<file path="src/rtl/wb_result_stage.sv">
// rtl/wb_result_stage.sv - MEM/WB boundary register with NSRC-way writeback result select
// Also provides qualified register-file write enable, stall/flush control and a retired-instruction counter.
module wb_result_stage #(
  parameter int WIDTH = 32,
  parameter int NSRC  = 4,
  parameter int SELW  = 2,
  parameter int CNTW  = 32
) (
  input  logic                  clk,
  input  logic                  reset,
  input  logic                  StallW,
  input  logic                  FlushW,
  input  logic                  ValidM,
  input  logic                  RegWriteM,
  input  logic [4:0]            RdM,
  input  logic [SELW-1:0]       ResultSrcM,
  input  logic [NSRC*WIDTH-1:0] SrcDataM,
  output logic [WIDTH-1:0]      ResultW,
  output logic [4:0]            RdW,
  output logic                  RegWriteW,
  output logic                  ValidW,
  output logic [CNTW-1:0]       InstRetW
);

  logic [WIDTH-1:0] sel_data;
  logic             we_next;

  // Selects beyond the populated sources read as zero rather than aliasing.
  always_comb begin
    sel_data = '0;
    for (int k = 0; k < NSRC; k++) begin
      if (int'(ResultSrcM) == k) sel_data = SrcDataM[k*WIDTH +: WIDTH];
    end
  end

  // Writes to x0 are dropped here so the register file never sees them.
  assign we_next = RegWriteM & ValidM & (RdM != 5'd0);

  always_ff @(posedge clk or posedge reset) begin
    if (reset) begin
      ResultW   <= '0;
      RdW       <= '0;
      RegWriteW <= 1'b0;
      ValidW    <= 1'b0;
      InstRetW  <= '0;
    end else if (FlushW) begin
      ResultW   <= '0;
      RdW       <= '0;
      RegWriteW <= 1'b0;
      ValidW    <= 1'b0;
    end else if (!StallW) begin
      ResultW   <= sel_data;
      RdW       <= RdM;
      RegWriteW <= we_next;
      ValidW    <= ValidM;
      if (ValidM) InstRetW <= InstRetW + CNTW'(1);
    end
  end

endmodule

</file>
<file path="config.mk">
export PLATFORM = sky130hd
export DESIGN_NAME = wb_result_stage
export DESIGN_NICKNAME = d
export VERILOG_FILES = /design/src/rtl/wb_result_stage.sv
export SDC_FILE = /design/constraint.sdc
export NUM_CORES = 1
export LEC_CHECK = 0
export BUFFER_PORTS_ARGS = -buffer_cell sky130_fd_sc_hd__buf_2
export CAP_MARGIN = 20
export CORE_UTILIZATION = 45
export CTS_CLUSTER_DIAMETER = 30
export DETAILED_ROUTE_END_ITERATION = 10
export GPL_TIMING_DRIVEN = 1
export PLACE_DENSITY = 0.82
export SYNTH_ARGS = -nofsm -noshare
export SYNTH_HDL_FRONTEND = slang
export SYNTH_SLANG_ARGS = --single-unit
export TNS_END_PERCENT = 10
</file>
<file path="constraint.sdc">
create_clock -name clk -period 2.7 [get_ports clk]
set_input_delay 0.54 -clock clk [delete_from_list [all_inputs] [get_ports clk]]
set_output_delay 0.54 -clock clk [all_outputs]
set_load 0.1 [all_outputs]
</file>
==> results of run 1 <==
-- where the power goes --
group	internal, mW	leakage (nW)	switching (mW)
registers	1.14	0.945	0.0822
logic	0.285	1.69	0.821
clock network	0.433	0.101	0.420
-- kinds of logic after synthesis --
group	Yosys count	share of synthesized area, %
and+or+nand+nor	102	13.9
adders and majority gates	1	0.328
xor gates and xnor gates	31	7.13
DFF	71	46.6
muxes	70	28.9
buffers and inverters	25	2.63
AOI/OAI and AO/OA	3	0.460
-- Yosys cell counts --
master                      instances  share of area [%]
sky130_fd_sc_hd__xnor2_1           20                4.6
sky130_fd_sc_hd__inv_1              6               0.59
sky130_fd_sc_hd__xor2_1            11                2.5
sky130_fd_sc_hd__a21oi_1            2               0.26
sky130_fd_sc_hd__nor3_1             9                1.2
sky130_fd_sc_hd__buf_1              3               0.30
sky130_fd_sc_hd__nor2_1            42                4.1
sky130_fd_sc_hd__clkbuf_1          11                1.1
sky130_fd_sc_hd__or3_1              1               0.16
sky130_fd_sc_hd__or2_2              1               0.16
sky130_fd_sc_hd__mux4_2            32                 19
sky130_fd_sc_hd__nand2b_1           1               0.16
sky130_fd_sc_hd__or4_1              3               0.59
sky130_fd_sc_hd__nand3_1            5               0.66
sky130_fd_sc_hd__mux2_2             1               0.30
sky130_fd_sc_hd__and3_1             4               0.66
sky130_fd_sc_hd__nor4_2             3               0.99
sky130_fd_sc_hd__or2_1              1               0.16
sky130_fd_sc_hd__nand3b_1           1               0.20
sky130_fd_sc_hd__ha_1               1               0.33
sky130_fd_sc_hd__dfrtp_1           71                 47
sky130_fd_sc_hd__nand4_1           15                2.5
sky130_fd_sc_hd__buf_2              5               0.66
sky130_fd_sc_hd__nand2_1           11                1.1
sky130_fd_sc_hd__nand4bb_1          1               0.30
sky130_fd_sc_hd__nor4b_2            1               0.39
sky130_fd_sc_hd__nor4_1             2               0.33
sky130_fd_sc_hd__mux2i_1           37                9.7
sky130_fd_sc_hd__or3b_1             1               0.23
sky130_fd_sc_hd__o211ai_1           1               0.20
-- critical path, stage by stage --
cell	delay, ns
sky130_fd_sc_hd__buf_2	0.13
sky130_fd_sc_hd__or3b_1	0.41
sky130_fd_sc_hd__or4_1	0.73
sky130_fd_sc_hd__nor4b_2	0.38
sky130_fd_sc_hd__xor2_1	0.17
-- cell usage in the layout, fill, tap and decap left out, drive strengths merged, types with 2 or more instances in the layout --
| master | n |
|---|---|
| buf | 220 |
| dfrtp | 71 |
| nor2 | 42 |
| mux2i | 37 |
| mux4 | 32 |
| xnor2 | 20 |
| nand4 | 15 |
| xor2 | 11 |
| nand2 | 11 |
| clkbuf | 10 |
| nor3 | 9 |
| inv | 7 |
| nand3 | 5 |
| nor4 | 5 |
| and3 | 4 |
| clkinv | 4 |
| or4 | 3 |
| a21oi | 2 |
| or2 | 2 |
-- path summary, 6_finish.rpt --
path / to / slack (ns) / cells past startpoint
worst min-delay path: ResultW[0] / 0.25 / 2
max in group asynchronous: InstRetW[24] / 1.80 / 3
worst max register to register: InstRetW[31] / 0.64 / 4
worst min register to register: InstRetW[31] / 0.48 / 1
worst max-delay path: InstRetW[31] / 0.63 / 5
min in group clk: RdW[0] / 0.45 / 3
-- state kept, by name (all words and copies together), names as in the netlist --
signal     flops
InstRetW      32
ValidW         1
RegWriteW      1
RdW            5
ResultW       32
-- routing by layer --
layer | routed length (um) | vias to the layer above | track usage (%)
li1 | - | 1532 | -
met2 | 5740 | 160 | 43.8
met4 | 279 | 0 | 11.0
met5 | 0 | - | 0
met3 | 751 | 23 | 6.31
met1 | 4100 | 1684 | 29.4
-- through the flow --
step / hold WS (ns) / util (%) / instance area (um2) / instances
after global routing: 0.291 / 63.2 / 5200 / 625
final: 0.246 / 63.2 / 5200 / 625
after global placement: 0.466 / 60.8 / 5000 / 609
after floorplan: 0.693 / - / 3810 / 303
after CTS: 0.252 / 63.2 / 5200 / 625
after detailed placement: 0.470 / 60.8 / 5000 / 609
-- final cells by class --
| cell class | count | share of cell area [%] |
|---|---|---|
| multi-input cells | 207 | 37.2 |
| repair buffers | 220 | 21.9 |
| inverters | 6 | 0.433 |
| clock buffers | 10 | 2.46 |
| flip-flops and latches | 71 | 34.2 |
| well taps | 105 | 2.53 |
| clock inverters | 6 | 1.35 |
==> results.md, run 1 <==
* Buffers added on ports at 211
* Number of warnings reported in the yosys synthesis log at 0
* Number of fillers in the final layout at 680
* GRT Resource Usage Total at 25.2%
* Sort of element at the start of the critical path: input pin
* Final worst path period need at 2.07 ns
* Overall die area at 0.00884 mm2
* Crit path max fanout at 8
* I/O pins at 212
* GP Congestion at around 0.8
* Layout Skew at roughly 0.01 ns
* Setup fix buffers added after clock tree synthesis at 0
* Setup Slack @ Placement at 0.266 ns
* Total number of clock tree sinks at 71
* Setup TNS at 0 ns
* Count of different cell masters after synthesis at 30
* Maximum capacitance violations at 0
* Data arrival time of the worst path at ~2.4 ns
* Remaining number of nets flagged by the antenna check after routing at 0
* Launch point of the critical path: FlushW
* Clk pin slew, worst setup/hold paths at about 0.08 ns
* Global route overflow at 0
* RSZ-0062 raised after global routing: false
* DRC violation count after routing at 0
* Number of antenna violations at the first check in global routing at 0
* Crit Path Class: input pin to register
* Wire length reported by the detailed router at 10900 um
* Setup crit end kind: register
* Share of final-layout standard cells stronger than drive strength 1 at 52.7%
* Via count at 3399
* Tightest Hold Check Type: input pin to asynchronous set/reset pin
* Overall die height at between 90 and 100 um
* Number of levels the H-tree was split into at 3
* Combined area of all synthesized cells at ~0.0038 mm2
* Area delta synth->final at 36.4%
* Result of the run: finished clean
* Mean instance size in the synthesized netlist at 12.6 um2
* Largest net degree at the start of global routing at between 40 and 50
* Maximum operating frequency at about 480 MHz
* Vias in the first global route at 3398
* Final-report max-slew violation count at 0
* Number of DRC markers in iteration 0 at 128
* Net total in the final layout at 657
* Row Count at 33
* Clock tree from TritonCTS: built
* Maximum count of clock buffers along a single path at 2
* Overall power consumption at 3.19 mW
* Number of diodes at 0
* Via count normalized by instance count at 5.44
* Final-report hold violation count at 0
* Register area share after synthesis at 46.6%
* Pre-Repair DR Iteration Count at 4
* Initial Util at 46.4%
* Source of the worst register-to-register timing path: InstRetW[7]
* Reg area at 0.00178 mm2
* Final setup violation count at 0
* Number of standard cells after synthesis at 303
* Total power density per cell area at 613 mW/mm2
* Transition time at the pin with the least slew margin at 0.774 ns
* Number of gates resized after cts at 0
* Die width at around 94 um
* Maximum resistive drop on vdd at 326 uV
* Hold Buf Count CTS at 0
* Area taken by multi-input logic gates at 0.00193 mm2
* Later-pin clock latency in the skew report at 0.35 ns
* Final setup slack of the worst path at 0.629 ns
* Net count after synthesis at 445
* Wire length per cell after detailed routing at approximately 17 um
* Number of buffers added by the clock tree synthesis step at 9
* Final Cycle Share at 76.7%
* Required time at the worst-slack endpoint at 2.98 ns
* DPL Wire Length at 8470 um
* Static Leak at 2.73 nW
* First-pass GRT wire length at around 17000 um
* Placeable core region at 0.00822 mm2
* Root cell of the clock tree: sky130_fd_sc_hd__clkbuf_8
* Number of register bits inferred by synthesis at 71
* Max-Slew Margin vs Limit at 48.4%
Note: power is estimated with default switching activity, not from simulation.
==> inputs of run 2 (changes only) <==
- CORE_UTILIZATION: 45 -> 40
- PLACE_DENSITY: 0.82 -> 0.77
- clock period: 2.7 -> 1.7 ns (I/O delays scaled with it)
==> run 2 against run 1 <==
  * The run now ends with setup timing left
  * Clock skew about the same
  * Die area increased by 12%
  * Final cell count increased by 8.6%
  * Clock-buffer cell count unchanged
  * Sequential share of layout area decreased by 2.1 points
  * Register-to-register slack got worse by 0.72 ns
  * First-iteration DRC count increased by 30%
  * Flip-flop and latch count unchanged
  * Non-clock buffer count increased by 28
  * Final area increased by 9.7%
  * Core utilization decreased by 1.5 points
  * Setup slack got worse by 0.71 ns
  * Largest power group is now combinational cells
==> results.md, run 2 (synthesis gave the netlist of run 1 again) <==
* Maximum capacitance violations at 0
* Number of fillers in the final layout at 759
* Slowest cell on the critical path: sky130_fd_sc_hd__or4_4
* Crit Path Class: register to register
* Data arrival time of the worst path at 2.05 ns
* Critical path buffer and inverter count at 1
* Net total in the final layout at just under 700
* Number of levels the H-tree was split into at 3
* Total stage count of the critical path at 5
* Clock tree from TritonCTS: built
* First-pass GRT wire length at approximately 17000 um
* Remaining number of nets flagged by the antenna check after routing at 0
* Placed instance count at 660
* DPL Wire Length at 8430 um
* Row Count at 35
* Largest incremental delay on the critical path at 0.59 ns
* Max-Slew Margin vs Limit at a little under three fifths
* Final setup violation count at 6
* Violations in the final reports: setup timing
* Clk pin slew, worst setup/hold paths at ~0.080 ns
* Utilization after layout at 61.7%
* Number of buffers added by the clock tree synthesis step at 9
* Required time at the worst-slack endpoint at slightly below 2 ns
* I/O pins at between 200 and 250
* Vias in the first global route at 3558
* Crit path max fanout at 5
* Setup crit end kind: register
* RSZ-0062 raised after global routing: true
* Overall die area at 0.00992 mm2
* Summed area of non-filler cells in the final layout at 0.00570 mm2
* Final-report hold violation count at 0
* Number of DRC markers in iteration 0 at 167
* Most frequent cells in the layout: sky130_fd_sc_hd__buf_2, sky130_fd_sc_hd__dfrtp_1, sky130_fd_sc_hd__nor2_1
* Non-Filler Instances at between 600 and 700
* Number of antenna violations at the first check in global routing at 2
* Area delta synth->final at 49.7%
* Die width at 99.6 um
* Reg2reg path depth at 5
* Tightest Hold Check Type: input pin to asynchronous set/reset pin
* Later-pin clock latency in the skew report at 0.34 ns
* Static Leak at 2.93 nW
* Final setup slack of the worst path at -0.0810 ns
* Area taken by multi-input logic gates at 0.00203 mm2
* Root cell of the clock tree: sky130_fd_sc_hd__clkbuf_8
* Final-report max-slew violation count at 0
* Source of the worst register-to-register timing path: InstRetW[1]
* Layout Skew at about 0.0099 ns
* Total power density per cell area at 979 mW/mm2
* Largest net degree at the start of global routing at 50
* Wire length reported by the detailed router at 11100 um
* Initial Util at 41.2%
* Via count at 3453
* Final Cycle Share at 105%
* Wire length per cell after detailed routing at 16.4 um
* Overall die height at 99.6 um
* Worst-path cell chain: buf_6, nand3_2, or4_4, nor4b_4, xor2_1
* Area after detailed placement at 0.00534 mm2
* Reg area at 0.00183 mm2
* Overall power consumption at roughly 5.6 mW
* Largest regs: InstRetW x32, ResultW x32, RdW x5
* Placeable core region at around 0.009 mm2
* Buffers added on ports at 211
* Launch point of the critical path: InstRetW[1]
* GRT Resource Usage Total at 23.0%
* Maximum count of clock buffers along a single path at 2
* Result of the run: complete, but fails checks
* Final worst path period need at 1.78 ns
* Setup TNS at -0.278 ns
* Sort of element at the start of the critical path: register
* Transition time at the pin with the least slew margin at 0.664 ns
* GP Congestion at 0.822
* DRC violation count after routing at 0
* Total number of clock tree sinks at 71
* Via count normalized by instance count at 5.09
* Pre-Repair DR Iteration Count at 4
* Maximum resistive drop on vdd at 555 uV
* Hold Buf Count CTS at 0
* Maximum operating frequency at 561 MHz
* Family with the most delay on the worst path: simple AND/OR/NAND/NOR gates
* Global route overflow at 0
* Share of final-layout standard cells stronger than drive strength 1 at 62.0%
* Most common library cell in the layout ignoring fill and taps: sky130_fd_sc_hd__buf_2
==> run 2: cell count changes in the layout (fill, tap and decap cells not counted), moves of 3 or more <==
| cell | previous run | this run |
|---|---|---|
| sky130_fd_sc_hd__dfrtp_1 | 71 | 48 |
| sky130_fd_sc_hd__buf_2 | 211 | 208 |
| sky130_fd_sc_hd__nor3_1 | 9 | 4 |
| sky130_fd_sc_hd__dfrtp_2 | 0 | 14 |
| sky130_fd_sc_hd__nor3_2 | 0 | 4 |
| sky130_fd_sc_hd__buf_4 | 8 | 31 |
| sky130_fd_sc_hd__clkinv_4 | 3 | 0 |
| sky130_fd_sc_hd__buf_12 | 1 | 4 |
| sky130_fd_sc_hd__buf_6 | 0 | 3 |
| sky130_fd_sc_hd__dfrtp_4 | 0 | 9 |
==> run 2: final cells by class <==
class	instances	area share, %
Tap cell	129	2.83
Multi-Input combinational cell	207	35.6
Clock inverter	6	1.89
Sequential cell	71	32.1
Clock buffer	10	2.41
Timing Repair Buffer	248	24.6
Antenna cell	2	0.0878
Inverter	6	0.461
==> run 2: path summary, 6_finish.rpt <==
kind / to / slack (ns)
worst min-delay path: InstRetW[13] / 0.06
min in group clk: RdW[2] / 0.24
worst min register to register: InstRetW[20] / 0.49
max in group asynchronous: InstRetW[1] / 1.38
worst max register to register: InstRetW[31] / -0.08
worst max-delay path: InstRetW[31] / -0.08
==> run 2: power by group <==
part | switching [mW] | internal (mW) | leakage, nW
registers | 0.108 | 1.84 | 0.910
clock network | 0.661 | 1.01 | 0.122
logic | 1.38 | 0.581 | 1.90
total | 2.15 | 3.43 | 2.93
==> run 2: routing by layer <==
| metal | wire (um) | up-vias | global-route usage (%) |
|---|---|---|---|
| li1 | - | 1590 | - |
| met1 | 4280 | 1694 | 26.9 |
| met2 | 5800 | 145 | 40.3 |
| met3 | 783 | 24 | 6.89 |
| met4 | 241 | 0 | 8.14 |
| met5 | 0 | - | 0 |
==> run 2: repair_timing <==
item,4_1_cts,5_1_grt
endpoints found under the setup margin,18,24
buffers inserted,0,1
gates resized for setup,12,8
pin swaps,4,4
==> run 2: worst register-to-register path: cells and delay by family, from the launching register on <==
kind / cells / cell delay, ns
AND/OR/NAND/NOR: 3 / 1.00
flip-flops: 1 / 0.43
XOR/XNOR: 1 / 0.19
buffers and inverters: 1 / 0.10
==> run 2: stage by stage <==
| step | setup slack, ns | hold slack [ns] |
|---|---|---|
| after detailed placement | -0.348 | 0.441 |
| after global routing | -0.153 | 0.0682 |
| after floorplan | -0.440 | 0.493 |
| final | -0.0810 | 0.0619 |
| after CTS | -0.0800 | 0.0635 |
| after global placement | -0.285 | 0.436 |
==> inputs of run 3 (changes only) <==
- CORE_UTILIZATION: 40 -> 48
- PLACE_DENSITY: 0.77 -> 0.87
- clock period: 1.7 -> 2.25 ns (I/O delays scaled with it)
==> run 3 against run 2 <==
  * The flow now finishes without violations
  * Clock skew fell by 0.0057 ns
  * Non-clock buffer count fell by 23
  * Total power fell by 31%
  * Register-to-register slack improved by 0.44 ns
  * Largest cell class unchanged
  * Die area fell by 16%
  * Sequential power fell by 24%
  * Setup slack improved by 0.39 ns
  * Largest power group is now registers
  * Final cell count fell by 7.4%
  * Sequential share of layout area rose by 2.1 points
  * Global-route usage rose by 4.7 points
  * Critical path depth did not move
==> results.md, run 3 (synthesis gave the netlist of run 1 again) <==
* Result of the run: finished clean
* Most frequent cells in the layout: sky130_fd_sc_hd__buf_2, sky130_fd_sc_hd__dfrtp_1, sky130_fd_sc_hd__nor2_1
* Overall die area at 0.00829 mm2
* Wire length per cell after detailed routing at 17.5 um
* Data arrival time of the worst path at 2.19 ns
* Number of fillers in the final layout at 590
* Largest regs: InstRetW x32, ResultW x32, RdW x5
* Transition time at the pin with the least slew margin at 0.761 ns
* Die width at between 90 and 100 um
* Max-Slew Margin vs Limit at 49.2%
* Overall power consumption at approximately 3.8 mW
* Summed area of non-filler cells in the final layout at 0.00525 mm2
* Remaining number of nets flagged by the antenna check after routing at 0
* Tightest Hold Check Type: input pin to asynchronous set/reset pin
* Number of antenna violations at the first check in global routing at 2
* Layout Skew at ~0.0042 ns
* Utilization after layout at approximately two thirds
* Largest net degree at the start of global routing at 41
* Hold Buf Count CTS at 0
* Maximum operating frequency at 516 MHz
* Crit Path Class: input pin to register
* Static Leak at 2.73 nW
* Net switching power at 1.56 mW
* Row Count at 32
* Portion of total power attributed to combinational logic at 35.2%
* Total number of clock tree sinks at 71
* Buffers added on ports at 211
* Most common library cell in the layout ignoring fill and taps: sky130_fd_sc_hd__buf_2
* Smallest hold slack at 0.238 ns
* Switching part of the total at 40.7%
* Placeable core region at 0.00769 mm2
* Area delta synth->final at 37.8%
* Crit path max fanout at 7
* Clk pin slew, worst setup/hold paths at 0.07 ns
* Sort of element at the start of the critical path: input pin
* Maximum capacitance violations at 0
* DRC violation count after routing at 0
* Clock tree from TritonCTS: built
* Required time at the worst-slack endpoint at approximately 2.5 ns
* Later-pin clock latency in the skew report at 0.33 ns
* Final Cycle Share at 86.1%
* DPL Wire Length at 8550 um
* Global route overflow at 0
* Total power density per cell area at 729 mW/mm2
* Maximum resistive drop on vdd at 404 uV
* Area after detailed placement at 0.00505 mm2
* Final worst path period need at around 1.9 ns
* Final-report max-slew violation count at 0
* GP Congestion at 0.850
* GRT Resource Usage Total at around 28%
* Share of final-layout standard cells stronger than drive strength 1 at 55.8%
* Pre-Repair DR Iteration Count at 4
* Setup TNS at 0 ns
* Number of DRC markers in iteration 0 at 77
* I/O pins at roughly 210
* Clock power frac at a little over a quarter
* Final-report hold violation count at 0
* Maximum count of clock buffers along a single path at 2
* Number of levels the H-tree was split into at 3
* Vias in the first global route at 3547
* Cell Int Power at around 2.3 mW
* First-pass GRT wire length at 17600 um
* Via count at 3433
* Final setup violation count at 0
* Net total in the final layout at 662
* Wire length reported by the detailed router at 11000 um
* Setup fix buffers added after clock tree synthesis at 0
* Sequential Power Share at 38.6%
* Via count normalized by instance count at 5.46
* Root cell of the clock tree: sky130_fd_sc_hd__clkbuf_8
* Overall die height at 91.1 um
* Initial Util at 49.5%
* Setup crit end kind: register
* RSZ-0062 raised after global routing: false
* Number of buffers added by the clock tree synthesis step at 9
* Number of gates resized after cts at 0
-- run 3: cell count changes in the layout (fill, tap and decap cells not counted), sizes merged --
cell,previous run,this run
bufinv,3,1
clkinvlp,2,1
clkinv,2,3
buf,246,225
-- run 3: critical path, cell delays in order --
cell and delay (ns):
sky130_fd_sc_hd__buf_2 0.10, sky130_fd_sc_hd__or3b_1 0.38, sky130_fd_sc_hd__or4_1 0.71, sky130_fd_sc_hd__nor4_2 0.36
sky130_fd_sc_hd__xor2_1 0.19
-- run 3: power by group through the flow --
stage | sequential [mW] | clock (mW) | combinational [mW]
after global placement | 1.49 | 0 | 1.32
after detailed placement | 1.50 | 0 | 1.35
after floorplan | 2.21 | 0 | 0.307
after global routing | 1.49 | 1.08 | 1.40
final | 1.48 | 1.00 | 1.35
after CTS | 1.47 | 1.02 | 1.35
-- run 3: path summary, 6_finish.rpt --
kind                              start      endpoint  slack [ns]  depth (start not counted)
hold reg to reg            InstRetW[31]  InstRetW[31]        0.48                          1
min in group clk                 RdM[2]        RdW[2]        0.37                          3
setup reg to reg            InstRetW[2]  InstRetW[29]        0.36                          4
hold / removal                    reset   ResultW[24]        0.24                          2
max in group asynchronous         reset        RdW[3]        1.35                          3
setup / recovery                 FlushW  InstRetW[29]        0.31                          5
-- run 3: layer usage --
layer  global-route usage, %  wire (um)  share of wire (%)
met5                       0          0                  0
met4                    13.0        252                2.3
met3                    6.53        749                6.8
met2                    49.1       5950                 54
met1                    31.6       4040                 37
-- run 3: per-stage QoR --
step,setup WS [ns],instances
final,0.312,629
after global routing,0.221,628
after CTS,0.321,627
after floorplan,-0.147,303
after global placement,0.0340,611
after detailed placement,-0.0342,611
-- run 3: layout make-up --
type,instances,area (um2),share of cell area [%]
clock buffer,12,145,2.76
antenna,2,5.00,0.0953
multi-input combinational,207,1930,36.8
tap,102,128,2.43
sequential,71,1800,34.2
clock inverter,4,45.0,0.858
timing repair buffer,225,1170,22.4
inverter,6,26.3,0.500
